### config.mk
export PLATFORM = sky130hd
export DESIGN_NAME = decode_stage
export DESIGN_NICKNAME = d
export VERILOG_FILES = /design/src/rtl/decode_pkg.sv /design/src/rtl/decode_imm_gen.sv /design/src/rtl/decode_stage.sv
export SDC_FILE = /design/constraint.sdc
export NUM_CORES = 1
export LEC_CHECK = 0
export BUFFER_PORTS_ARGS = -buffer_cell sky130_fd_sc_hd__clkbuf_2
export CORE_MARGIN = 4
export CORE_UTILIZATION = 50
export DETAILED_ROUTE_END_ITERATION = 7
export PLACE_DENSITY = 0.74
export RECOVER_POWER = 25
export SLEW_MARGIN = 25
export SYNTH_ARGS = -nofsm -noshare
export SYNTH_HDL_FRONTEND = slang
export SYNTH_SLANG_ARGS = --single-unit
### constraint.sdc
create_clock -name clk -period 6.03 [get_ports clk]
set_input_delay 0.3015 -clock clk [delete_from_list [all_inputs] [get_ports clk]]
set_output_delay 0.3015 -clock clk [all_outputs]
set_load 0.1 [all_outputs]
### src/rtl/decode_pkg.sv
// Shared types for the RV32I decode stage: opcodes, immediate formats, control bundle, FSM states.
// The optional illegal-instruction check (DECODE_ILLEGAL_EN) uses funct3_ok below.
package decode_pkg;

    localparam int XLEN = 32;
    localparam int PC_W = 32;

    localparam logic [6:0] OPC_OP     = 7'b0110011;
    localparam logic [6:0] OPC_OP_IMM = 7'b0010011;
    localparam logic [6:0] OPC_LOAD   = 7'b0000011;
    localparam logic [6:0] OPC_STORE  = 7'b0100011;
    localparam logic [6:0] OPC_BRANCH = 7'b1100011;
    localparam logic [6:0] OPC_JAL    = 7'b1101111;
    localparam logic [6:0] OPC_JALR   = 7'b1100111;
    localparam logic [6:0] OPC_LUI    = 7'b0110111;
    localparam logic [6:0] OPC_AUIPC  = 7'b0010111;

    typedef enum logic [2:0] {IMM_I, IMM_S, IMM_B, IMM_U, IMM_J, IMM_NONE} imm_type_e;

    typedef struct packed {
        logic       reg_write;
        logic       alu_src;
        logic       mem_read;
        logic       mem_write;
        logic       branch;
        logic       jump;
        logic [2:0] funct3;
        logic       funct7b5;
    } ctrl_t;

    typedef struct packed {
        logic [PC_W-1:0] pc;
        logic [4:0]      rs1;
        logic [4:0]      rs2;
        logic [4:0]      rd;
        logic [XLEN-1:0] imm;
        ctrl_t           ctrl;
        logic            illegal;
    } decoded_t;

    typedef enum logic [1:0] {EMPTY, ONE, FULL} state_e;

    // Opcodes whose funct3 selects among a sparse set of defined encodings.
    function automatic logic funct3_ok(input logic [6:0] opc, input logic [2:0] f3);
        case (opc)
            OPC_LOAD:   return !(f3 == 3'd3 || f3 == 3'd6 || f3 == 3'd7);
            OPC_STORE:  return f3 <= 3'd2;
            OPC_BRANCH: return !(f3 == 3'd2 || f3 == 3'd3);
            OPC_JALR:   return f3 == 3'd0;
            default:    return 1'b1;
        endcase
    endfunction

endpackage

### src/rtl/decode_imm_gen.sv
// Immediate generator: reassembles and sign-extends the RV32I immediate for the given format.
module imm_gen
    import decode_pkg::*;
(
    input  logic [XLEN-1:0] i_instr,
    input  imm_type_e       i_imm_type,
    output logic [XLEN-1:0] o_imm
);

    logic w_unused_opc;
    assign w_unused_opc = ^i_instr[6:0];

    always_comb begin
        o_imm = '0;
        case (i_imm_type)
            IMM_I: o_imm = {{20{i_instr[31]}}, i_instr[31:20]};
            IMM_S: o_imm = {{20{i_instr[31]}}, i_instr[31:25], i_instr[11:7]};
            IMM_B: o_imm = {{19{i_instr[31]}}, i_instr[31], i_instr[7], i_instr[30:25],
                            i_instr[11:8], 1'b0};
            IMM_U: o_imm = {i_instr[31:12], 12'b0};
            IMM_J: o_imm = {{11{i_instr[31]}}, i_instr[31], i_instr[19:12], i_instr[20],
                            i_instr[30:21], 1'b0};
            default: o_imm = '0;
        endcase
    end

endmodule

### src/rtl/decode_stage.sv
// RV32I decode stage: combinational decode into a 2-entry (output + skid) buffer with flush.
// Define DECODE_ILLEGAL_EN to flag illegal encodings and hold off fetch after one leaves.
module decode_stage
    import decode_pkg::*;
#(
    parameter int ADDR_WIDTH = 32,
    parameter int DATA_WIDTH = 32
) (
    input  logic                  clk,
    input  logic                  rst,
    input  logic                  in_valid,
    output logic                  in_ready,
    input  logic [ADDR_WIDTH-1:0] in_pc,
    input  logic [DATA_WIDTH-1:0] in_instr,
    input  logic                  flush,
    output logic                  out_valid,
    input  logic                  out_ready,
    output logic [ADDR_WIDTH-1:0] out_pc,
    output logic [4:0]            out_rs1,
    output logic [4:0]            out_rs2,
    output logic [4:0]            out_rd,
    output logic [DATA_WIDTH-1:0] out_imm,
    output ctrl_t                 out_ctrl,
    output logic                  out_illegal
);

    logic [6:0]      w_opc;
    imm_type_e       w_imm_type;
    logic [XLEN-1:0] w_imm;
    logic            w_rs1_en, w_rs2_en, w_rd_en, w_f3_en, w_f7_en, w_known;
    logic            w_alu_src, w_mem_read, w_mem_write, w_branch, w_jump;
    decoded_t        w_dec;

    state_e   r_state;
    logic     r_in_ready;
    logic     r_out_valid;
    decoded_t r_out;
    decoded_t r_skid;

    logic w_in_xfer, w_out_xfer, w_trap_nxt;

    assign w_opc = in_instr[6:0];

    always_comb begin
        w_imm_type  = IMM_NONE;
        w_rs1_en    = 1'b0;
        w_rs2_en    = 1'b0;
        w_rd_en     = 1'b0;
        w_f3_en     = 1'b0;
        w_f7_en     = 1'b0;
        w_known     = 1'b1;
        w_alu_src   = 1'b0;
        w_mem_read  = 1'b0;
        w_mem_write = 1'b0;
        w_branch    = 1'b0;
        w_jump      = 1'b0;
        case (w_opc)
            OPC_OP:     begin w_rs1_en = 1'b1; w_rs2_en = 1'b1; w_rd_en = 1'b1;
                              w_f3_en = 1'b1; w_f7_en = 1'b1; end
            OPC_OP_IMM: begin w_rs1_en = 1'b1; w_rd_en = 1'b1; w_f3_en = 1'b1; w_f7_en = 1'b1;
                              w_alu_src = 1'b1; w_imm_type = IMM_I; end
            OPC_LOAD:   begin w_rs1_en = 1'b1; w_rd_en = 1'b1; w_f3_en = 1'b1;
                              w_alu_src = 1'b1; w_mem_read = 1'b1; w_imm_type = IMM_I; end
            OPC_STORE:  begin w_rs1_en = 1'b1; w_rs2_en = 1'b1; w_f3_en = 1'b1;
                              w_alu_src = 1'b1; w_mem_write = 1'b1; w_imm_type = IMM_S; end
            OPC_BRANCH: begin w_rs1_en = 1'b1; w_rs2_en = 1'b1; w_f3_en = 1'b1;
                              w_branch = 1'b1; w_imm_type = IMM_B; end
            OPC_JAL:    begin w_rd_en = 1'b1; w_jump = 1'b1; w_imm_type = IMM_J; end
            OPC_JALR:   begin w_rs1_en = 1'b1; w_rd_en = 1'b1; w_f3_en = 1'b1;
                              w_alu_src = 1'b1; w_jump = 1'b1; w_imm_type = IMM_I; end
            OPC_LUI, OPC_AUIPC:
                        begin w_rd_en = 1'b1; w_alu_src = 1'b1; w_imm_type = IMM_U; end
            default:    w_known = 1'b0;
        endcase
    end

    imm_gen u_imm_gen (
        .i_instr    (in_instr),
        .i_imm_type (w_imm_type),
        .o_imm      (w_imm)
    );

    // Unused fields are zeroed so execute never sees stray register indices.
    always_comb begin
        w_dec                 = '0;
        w_dec.pc              = in_pc;
        w_dec.rs1             = w_rs1_en ? in_instr[19:15] : 5'd0;
        w_dec.rs2             = w_rs2_en ? in_instr[24:20] : 5'd0;
        w_dec.rd              = w_rd_en  ? in_instr[11:7]  : 5'd0;
        w_dec.imm             = w_imm;
        w_dec.ctrl.reg_write  = w_rd_en && (in_instr[11:7] != 5'd0);
        w_dec.ctrl.alu_src    = w_alu_src;
        w_dec.ctrl.mem_read   = w_mem_read;
        w_dec.ctrl.mem_write  = w_mem_write;
        w_dec.ctrl.branch     = w_branch;
        w_dec.ctrl.jump       = w_jump;
        w_dec.ctrl.funct3     = w_f3_en ? in_instr[14:12] : 3'd0;
        w_dec.ctrl.funct7b5   = w_f7_en ? in_instr[30] : 1'b0;
`ifdef DECODE_ILLEGAL_EN
        w_dec.illegal         = !w_known || !funct3_ok(w_opc, in_instr[14:12]);
`else
        w_dec.illegal         = 1'b0;
`endif
    end

    assign w_in_xfer  = in_valid && r_in_ready;
    assign w_out_xfer = r_out_valid && out_ready;

`ifdef DECODE_ILLEGAL_EN
    logic r_trap;
    assign w_trap_nxt = r_trap || (w_out_xfer && r_out.illegal);

    always_ff @(posedge clk or posedge rst) begin
        if (rst)        r_trap <= 1'b0;
        else if (flush) r_trap <= 1'b0;
        else            r_trap <= w_trap_nxt;
    end
`else
    assign w_trap_nxt = 1'b0;
`endif

    always_ff @(posedge clk or posedge rst) begin
        if (rst) begin
            r_state     <= EMPTY;
            r_in_ready  <= 1'b0;
            r_out_valid <= 1'b0;
            r_out       <= '0;
            r_skid      <= '0;
        end else if (flush) begin
            r_state     <= EMPTY;
            r_in_ready  <= 1'b1;
            r_out_valid <= 1'b0;
        end else begin
            case (r_state)
                EMPTY: begin
                    r_in_ready <= !w_trap_nxt;
                    if (w_in_xfer) begin
                        r_out       <= w_dec;
                        r_out_valid <= 1'b1;
                        r_state     <= ONE;
                    end
                end
                ONE: begin
                    if (w_in_xfer && !w_out_xfer) begin
                        r_skid     <= w_dec;
                        r_state    <= FULL;
                        r_in_ready <= 1'b0;
                    end else begin
                        r_in_ready <= !w_trap_nxt;
                        if (w_in_xfer) begin
                            r_out <= w_dec;
                        end else if (w_out_xfer) begin
                            r_out_valid <= 1'b0;
                            r_state     <= EMPTY;
                        end
                    end
                end
                FULL: begin
                    if (w_out_xfer) begin
                        r_out      <= r_skid;
                        r_state    <= ONE;
                        r_in_ready <= !w_trap_nxt;
                    end
                end
                default: r_state <= EMPTY;
            endcase
        end
    end

    assign in_ready    = r_in_ready;
    assign out_valid   = r_out_valid;
    assign out_pc      = r_out.pc;
    assign out_rs1     = r_out.rs1;
    assign out_rs2     = r_out.rs2;
    assign out_rd      = r_out.rd;
    assign out_imm     = r_out.imm;
    assign out_ctrl    = r_out.ctrl;
    assign out_illegal = r_out.illegal;

endmodule

## After elaboration in Yosys (flattened, before gate mapping)

Cells that the tools add are included.

- Register bits: 183
- Output and inout port bits: 92

- Equality and inequality tests: 24
- Multiplexer cells: 37
- Bitwise gates (word level): 1
- Reductions and logical operators: 24

Operators by type and width:

| operator | number |
|---|---|
| $mux 90 | 3 |
| $pmux 90 s3 | 1 |
| $pmux 32 s5 | 1 |
| $eq 7x6->1 const B | 3 |
| $eq 7x7->1 const B | 3 |
| $mux 1 | 18 |
| $mux 5 | 3 |
| $ne 3x3->1 const B | 5 |
| $pmux 3 s5 | 1 |
| $eq 7x5->1 const B | 2 |
| $mux 2 | 6 |
| $reduce_or 6->1 | 2 |
| $ne 4x4->1 const B | 2 |
| $reduce_and 4->1 | 2 |
| $eq 7x2->1 const B | 1 |
| $reduce_or 7->1 | 1 |
| $eq 3x2->1 const B | 2 |
| $pmux 2 s3 | 1 |
| $reduce_bool 3->1 | 2 |
| $reduce_or 2->1 | 3 |
| $reduce_or 3->1 | 2 |
| $reduce_and 5->1 | 1 |
| $reduce_bool 5->1 | 1 |
| $logic_and 1x1->1 | 4 |
| other kinds (15) | 16 |

## Depth between registers and ports, before layout

Gate-level depths: netlist (run 1).

- Depth in word-level cells: 8
- Mapped depth: 9

## Cells and area by module

A second synthesis (run 1) with hierarchy kept.

- Cells, all modules: 930
- Area total of the unflattened synthesis: 8479.4 µm²

Modules (own cells, without submodules):

| module | instances | cells an instance | area an instance (µm²) | seq. area each (µm²) |
|---|---|---|---|---|
| decode_stage | 1 | 833 | 7962.6 | 4554.4 |
| imm_gen | 1 | 97 | 516.7 | 0.0 |

## Worst setup path before layout (run 1)

No wires, ideal clock.

- Kind: flip-flop to flip-flop
- From: reg r_out_valid, in the netlist out_valid
- To: reg r_skid[58] (netlist bit)
- Setup time: 0.065 ns
- Data arrival time: 2.109 ns
- Required time: 5.965 ns
- Slack: 3.856 ns
- Stages on the path, launching flop included: 8
- Cells stage by stage: dfrtp_1 a21boi_1 nand3b_1 buf_2 buf_2 buf_1 nand2_1 nand2_1

- Word-level cells in the longest chain between the ends: 4

Ends and longest elaborated chain:

| what | RTL line | text |
|---|---|---|
| from (decl) | decode_stage.sv:36 | `logic r_out_valid;` |
| from (signal assigned) | decode_stage.sv:126 | `r_out_valid <= 1'b0;` |
| from (signal assigned) | decode_stage.sv:132 | `r_out_valid <= 1'b0;` |
| from (signal assigned) | decode_stage.sv:139 | `r_out_valid <= 1'b1;` |
| $logic_and 1x1->1 | decode_stage.sv:107 | `assign w_out_xfer = r_out_valid && out_ready;` |
| $logic_not 1->1 | decode_stage.sv:144 | `if (w_in_xfer && !w_out_xfer) begin` |
| $logic_and 1x1->1 | decode_stage.sv:144 |  |
| $reduce_and 3->1 (no source line) | - |  |
| to (signal assigned) | decode_stage.sv:145 | `r_skid <= w_dec;` |
| to (decl) | decode_stage.sv:38 | `decoded_t r_skid;` |

No other way between the ends.
A chain may end at the register's enable or synchronous reset.

## Worst setup path in the final report (run 1)

- From: reg r_state[0]
- To: reg r_out, in the netlist out_imm[24]

- Word-level cells in the longest chain between the ends: 3
- Elaborated cells on any way between the ends: 8

Ends and longest elaborated chain:

| what | RTL line | text |
|---|---|---|
| from (decl) | decode_stage.sv:34 | `state_e r_state;` |
| from (signal assigned) | decode_stage.sv:124 | `r_state <= EMPTY;` |
| from (signal assigned) | decode_stage.sv:130 | `r_state <= EMPTY;` |
| from (signal assigned) | decode_stage.sv:140 | `r_state <= ONE;` |
| $eq 2x1->1, or another cell as far along | decode_stage.sv:134 | `case (r_state)` |
| $ne 2x2->1 (no source line) / $reduce_bool 3->1 (equally long branches) | - |  |
| $reduce_and 4->1 (no source line) | - |  |
| to (signal assigned) | decode_stage.sv:138 | `r_out <= w_dec;` |
| to (signal assigned) | decode_stage.sv:151 | `r_out <= w_dec;` |
| to (signal assigned) | decode_stage.sv:160 | `r_out <= r_skid;` |
| to (decl) | decode_stage.sv:37 | `decoded_t r_out;` |

Parallel ways exist; a longest one is shown, timed or not.

==> impl_metrics.tcl, run 1 <==
set metrics [dict create \
    run_status "complete, but fails checks" \
    violations "capacitance limit, slew limit" \
    routed_wirelength_mm 21.1 \
    grt_pass1_wl_mm 33.8 \
    start_util_pct 51.3 \
    floorplan.die.height_microns 136 \
    rsz_0062_raised_after_global_routing "false" \
    portBuffers 159 \
    synthCells 840 \
    design.final.nets 1037 \
    cts.reportedPaths.clkPinSlew_ns 0.07 \
    netlist.area_leader.share_pct 55.5 \
    synth_top_cell_by_area "sky130_fd_sc_hd__dfrtp_1" \
    setup_violations 0 \
    timing_worst_setup_path_type "reg2reg" \
    async_reset_ff_share_pct 100 \
    worst_slack_ns 2.76 \
    max_cap_violations 1 \
    synthesis.area_per_instance_sq_um 9.77 \
    worst-slew-pin-transition_ns 2.53 \
    grt_pass1_vias 6464 \
    dr.pass1.iters 5 \
    post_synthesis_cell_area_sq_um 8210 \
    die_w_microns 136 \
    drt-initial-drc-count 568 \
    yosys-top-cells-area "sky130_fd_sc_hd__dfrtp_1, sky130_fd_sc_hd__nand2_1, sky130_fd_sc_hd__mux2i_1, sky130_fd_sc_hd__a21oi_1, sky130_fd_sc_hd__o21ai_1" \
    timing.critical_path.required_ns 6.35 \
    final-max-slew-violation-count 57 \
    h-tree-depth 4 \
    count_of_flip_flops_with_a_built_in_enable_after_synthesis 0 \
    post_synth_num_cell_types 60 \
    placement.setup.worst_slack_ns 2.84 \
    route.detailed.wl_per_inst_microns 17.7 \
    detail_route.drc_violations 0 \
    worst_slew_margin_rel_pct -69.7 \
    drive_gt1_share_pct 15.8 \
    grt_util_all_layers_pct 23.1 \
    tritoncts_clock_tree "built" \
    final_min_period_over_clock_period_pct 54.2 \
    synth_flop_cell "sky130_fd_sc_hd__dfrtp_1" \
    design.die.area_sq_um 18500 \
    diodes 0 \
    fin_setup_tns_ns 0 \
    syn2layout_area_growth_pct 17.5 \
    drt-vias-per-instance 5.67 \
    min_period_ns 3.27 \
    hold_depth 3 \
    yosys_register_bits 182 \
    cts_root_buf "sky130_fd_sc_hd__clkbuf_16" \
    core_sq_um 16000 \
    number_of_gates_given_a_new_drive_strength_after_cts 0 \
    holdWs_ns 0.0787 \
    numClockSinks 182 \
    cp_max_fo 58 \
    floorplan.io_pins 161 \
    vias 6760 \
    clock_skews_ns 0.00736 \
    gpl.final_weighted_congestion 0.836 \
    grt_overflow 0 \
    clk_latency_ns 0.43 \
    grt_max_degree 104 \
    grt_antenna_before_repair 3 \
    yosysWarningCount 0 \
    synth_most_common_cell "sky130_fd_sc_hd__nand2_1" \
    hold_violations 0 \
    yosysSeqAreaShare_pct 55.5 \
    numCtsBuffers 17 \
    critical_path_arrival_ns 3.58 \
    core.rowCount 46 \
    reg2reg_depth 7 \
    setup.worst_path.start_class "flop" \
    post_cts.repair.setup_buffers 0 \
    mappedNetlistNets 913 \
    clockBufferDepth 2 \
    drtAntennaViolNets 0 \
    post-dp-hpwl_mm 13.8 \
    clock.fmax_ghz 0.306 \
    min-delay-path-class "in2reg" \
    critPathCaptureType "flop" \
    ys_top_cells_by_count "sky130_fd_sc_hd__nand2_1, sky130_fd_sc_hd__dfrtp_1, sky130_fd_sc_hd__a21oi_1, sky130_fd_sc_hd__o21ai_1, sky130_fd_sc_hd__nor2_1" \
]
-- placed cells by master, fill, tap and decap left out, types with 3 or more instances in the layout --
cell,synthesis,layout
sky130_fd_sc_hd__ha_1,4,3
sky130_fd_sc_hd__a22oi_1,4,4
sky130_fd_sc_hd__o21ai_0,3,3
sky130_fd_sc_hd__mux2i_1,34,34
sky130_fd_sc_hd__o22ai_1,9,9
sky130_fd_sc_hd__nand3_1,20,20
sky130_fd_sc_hd__dfrtp_1,182,182
sky130_fd_sc_hd__o21a_1,13,13
sky130_fd_sc_hd__a221o_1,11,11
sky130_fd_sc_hd__o311ai_1,7,7
sky130_fd_sc_hd__bufinv_16,0,3
sky130_fd_sc_hd__o31ai_1,5,5
sky130_fd_sc_hd__a22o_1,30,30
sky130_fd_sc_hd__buf_4,1,8
sky130_fd_sc_hd__clkbuf_16,0,17
sky130_fd_sc_hd__nor2_1,52,52
sky130_fd_sc_hd__o21ai_1,58,58
sky130_fd_sc_hd__a221oi_1,8,8
sky130_fd_sc_hd__clkbuf_8,0,6
sky130_fd_sc_hd__a31oi_1,3,3
sky130_fd_sc_hd__inv_1,12,11
sky130_fd_sc_hd__nand2_1,199,199
sky130_fd_sc_hd__clkbuf_2,0,101
sky130_fd_sc_hd__and2_1,4,4
sky130_fd_sc_hd__o211ai_1,14,14
sky130_fd_sc_hd__clkbuf_1,31,60
sky130_fd_sc_hd__a21oi_1,59,59
sky130_fd_sc_hd__nand3b_1,3,3
-- cell type report --
type / count / area (sq um)
Fill cell: 1446 / 6360
Sequential cell: 182 / 4550
Multi-Input combinational cell: 581 / 3330
Timing Repair Buffer: 169 / 805
Clock buffer: 25 / 515
Tap cell: 216 / 270
Clock inverter: 7 / 115
Inverter: 13 / 50.0
-- critical path: stages, from the launching register on --
cell	delay (ns)
sky130_fd_sc_hd__dfrtp_1	0.42
sky130_fd_sc_hd__inv_1	0.16
sky130_fd_sc_hd__ha_4	0.55
sky130_fd_sc_hd__buf_4	0.77
sky130_fd_sc_hd__inv_1	0.43
sky130_fd_sc_hd__nand2_1	0.45
sky130_fd_sc_hd__a21oi_1	0.14
sky130_fd_sc_hd__a22o_1	0.20
-- kinds of logic (layout without fill, tap and decap cells) --
family,count (synthesis),count (layout),share of synthesized area [%]
AND/OR/NAND/NOR,300,300,15.6
AO/OA/AOI/OAI,239,239,19.5
flip-flops,182,182,55.5
buffers and inverters,77,214,4.16
multiplexers,37,37,4.56
adder cells (fa/ha/maj),4,4,0.610
other,1,1,0.0457
-- per-layer routing --
metal,track usage [%],vias up,routed length [microns]
met5,0,-,56
met3,5.55,32,1570
li1,-,3202,-
met1,32.2,3276,9120
met2,36.0,244,10000
met4,6.94,6,319
-- flip-flops by register name, indices dropped and copies added, names as in the netlist --
name	cells
out_rd	5
r_skid	89
out_pc	32
out_imm	32
out_rs1	5
r_state	2
out_valid	1
out_rs2	5
out_ctrl	10
in_ready	1
-- metrics by stage --
step                      utilization, %  cell area (sq um)  std cells
after floorplan                        -               8210        840
after global placement              56.7               9070       1160
after detailed placement            56.7               9070       1160
after CTS                           60.7               9710       1193
after global routing                60.2               9640       1193
final                               60.2               9640       1193
-- worst paths after layout --
path | slack [ns] | start | to
max reg2reg | 2.76 | r_state[0]$_DFFE_PP0P_ | out_imm[24]$_DFFE_PP0P_
max | 2.76 | r_state[0]$_DFFE_PP0P_ | out_imm[24]$_DFFE_PP0P_
min | 0.08 | in_pc[20] | r_skid[78]$_DFFE_PP0P_
max in group asynchronous | 3.17 | rst | r_skid[69]$_DFFE_PP0P_
min reg2reg | 0.47 | r_skid[73]$_DFFE_PP0P_ | r_skid[73]$_DFFE_PP0P_
min in group asynchronous | 1.11 | rst | out_imm[23]$_DFFE_PP0P_
-- timing repair --
item | CTS | global route
hold endpoints to repair | 54 | 0
hold buffers | 1 | 0
endpoints found under the setup margin | 0 | 0
Power of run 1 is left out: the tool's default activity adds up to more than one toggle a clock period on the data nets, which glitch-free logic cannot reach.
==> inputs of run 2 (changes only) <==
--- a/config.mk
+++ b/config.mk
@@ -9,7 +9,7 @@
 export CORE_MARGIN = 4
 export CORE_UTILIZATION = 50
 export DETAILED_ROUTE_END_ITERATION = 7
-export PLACE_DENSITY = 0.74
+export PLACE_DENSITY = 0.77
 export RECOVER_POWER = 25
 export SLEW_MARGIN = 25
 export SYNTH_ARGS = -nofsm -noshare
==> constraint.sdc (replaced) <==
create_clock -name clk -period 2.8 [get_ports clk]
set_input_delay 0.14 -clock clk [delete_from_list [all_inputs] [get_ports clk]]
set_output_delay 0.14 -clock clk [all_outputs]
set_load 0.1 [all_outputs]
==> run 2 against run 1 <==
The flow now finishes without violations. Core utilization is 3.6 points higher. Die area is the same. Cell count grew 4.4%.
==> impl_metrics.tcl, run 2 (synthesis results as in run 1) <==
set metrics [dict create \
    timing.critical_path.required_ns 3.13 \
    critical_path_arrival_ns 2.64 \
    cp_max_fo 102 \
    grt_max_degree 104 \
    number_of_gates_given_a_new_drive_strength_after_cts 0 \
    grt_overflow 0 \
    hold_violations 0 \
    design.die.area_sq_um 18500 \
    final-max-slew-violation-count 0 \
    clock_skews_ns 0.00851 \
    cts_root_buf "sky130_fd_sc_hd__clkbuf_16" \
    drt-initial-drc-count 490 \
    final_common_cell "sky130_fd_sc_hd__nand2_1" \
    cts.reportedPaths.clkPinSlew_ns 0.07 \
    max_cap_violations 0 \
    cp_cell_sequence "inv_1 > ha_1 > o2bb2ai_1 > o211ai_1 > buf_4 > nand2_1 > o211ai_1" \
    run_status "finished, final reports clean" \
    multiInputGateArea_sq_um 3330 \
    min_period_ns 2.32 \
    crit_buf_inv 2 \
    numCtsBuffers 17 \
    grt_antenna_before_repair 0 \
    min-delay-path-class "in2reg" \
    critPathCaptureType "flop" \
    portBuffers 159 \
    grt_pass1_vias 6713 \
    core.rowCount 46 \
    floorplan.io_pins 161 \
    timing_worst_setup_path_type "reg2reg" \
    grt_pass1_wl_mm 34.9 \
    p_total_mw 13.4 \
    power_density_nw_per_um2 1310 \
    drive_gt1_share_pct 21.2 \
    cpMaxStageDelayCell "sky130_fd_sc_hd__buf_4" \
    detail_route.drc_violations 0 \
    rsz_0062_raised_after_global_routing "false" \
    drtAntennaViolNets 0 \
    start_util_pct 51.3 \
    cts_hold_buf 47 \
    diodes 0 \
    syn2layout_area_growth_pct 24.5 \
    timing.critical_path.mode_cell "sky130_fd_sc_hd__o211ai_1" \
    numClockSinks 182 \
    post_cts.repair.setup_buffers 0 \
    clock.fmax_ghz 0.432 \
    worst_path_dominant_cell_family "buffers and inverters" \
    grt_util_all_layers_pct 23.7 \
    final_layout_fill_cell_count 1290 \
    vias 6981 \
    route.detailed.wl_per_inst_microns 17.5 \
    layout.area.seq_sq_um 4550 \
    gpl.final_weighted_congestion 0.841 \
    worst_slew_margin_rel_pct 27.5 \
    post-dp-hpwl_mm 14.2 \
    critPathMaxStageDelay_ns 0.85 \
    regMostFlops "r_skid" \
    clk_latency_ns 0.42 \
    setup.worst_path.start_class "flop" \
    holdWs_ns 0.0200 \
    vdd_drop_max_mv 0.990 \
    tritoncts_clock_tree "built" \
    routed_wirelength_mm 21.8 \
    floorplan.die.height_microns 136 \
    dr.pass1.iters 6 \
    largest_register_ffs 89 \
    final_min_period_over_clock_period_pct 82.8 \
    design.final.nets 1091 \
    clockBufferDepth 2 \
    drt-vias-per-instance 5.60 \
    h-tree-depth 4 \
    layout_common_cells "sky130_fd_sc_hd__nand2_1, sky130_fd_sc_hd__dfrtp_1, sky130_fd_sc_hd__clkbuf_2" \
    core_sq_um 16000 \
    setup_violations 0 \
    cellLeakagePower_nw 4.75 \
    die_w_microns 136 \
    fin_setup_tns_ns 0 \
    worst-slew-pin-transition_ns 1.08 \
]
[run 2: area by class of cell]
class                           instances  share of cell area, %
Sequential cell                       182                   44.6
Multi-Input combinational cell        581                   32.6
Timing Repair Buffer                  223                   13.8
Clock buffer                           24                   4.91
Tap cell                              216                   2.65
Clock inverter                          7                  0.919
Inverter                               13                  0.490
[run 2: per-layer routing]
metal,share of wire (%),GRT usage (%),vias up
li1,-,-,3305
met1,44,33.1,3402
met2,48,36.7,244
met3,6.3,5.40,30
met4,2.1,8.01,0
met5,0,0,-
[run 2: where the power goes]
group	leakage [nW]	switching [mW]	total [mW]	internal, mW
registers	2.31	0.593	4.21	3.61
clock network	0.288	0.966	2.39	1.43
logic	2.15	5.61	6.79	1.18
total	4.75	7.17	13.4	6.22
[run 2: path summary, 6_finish.rpt]
kind	from	end	slack, ns	depth (start not counted)
hold / removal	flush	out_valid$_DFFE_PP0P_	0.02	2
hold reg to reg	r_skid[84]$_DFFE_PP0P_	r_skid[84]$_DFFE_PP0P_	0.47	2
min in group asynchronous	rst	out_imm[3]$_DFFE_PP0P_	0.46	3
setup / recovery	r_state[1]$_DFFE_PP0P_	out_ctrl[8]$_DFFE_PP0P_	0.48	7
setup reg to reg	r_state[1]$_DFFE_PP0P_	out_ctrl[8]$_DFFE_PP0P_	0.48	7
max in group asynchronous	rst	r_skid[61]$_DFFE_PP0P_	1.08	4
[run 2: through the flow]
stage / instance area (sq um) / utilization, % / std cells / worst slack, ns
after floorplan: 8210 / - / 840 / 0.323
after global placement: 9150 / 57.2 / 1168 / 0.619
after detailed placement: 9150 / 57.2 / 1168 / 0.521
after CTS: 10200 / 63.9 / 1246 / 0.509
after global routing: 10200 / 63.8 / 1246 / 0.297
final: 10200 / 63.8 / 1246 / 0.483
(Power assumes the default switching activity.)
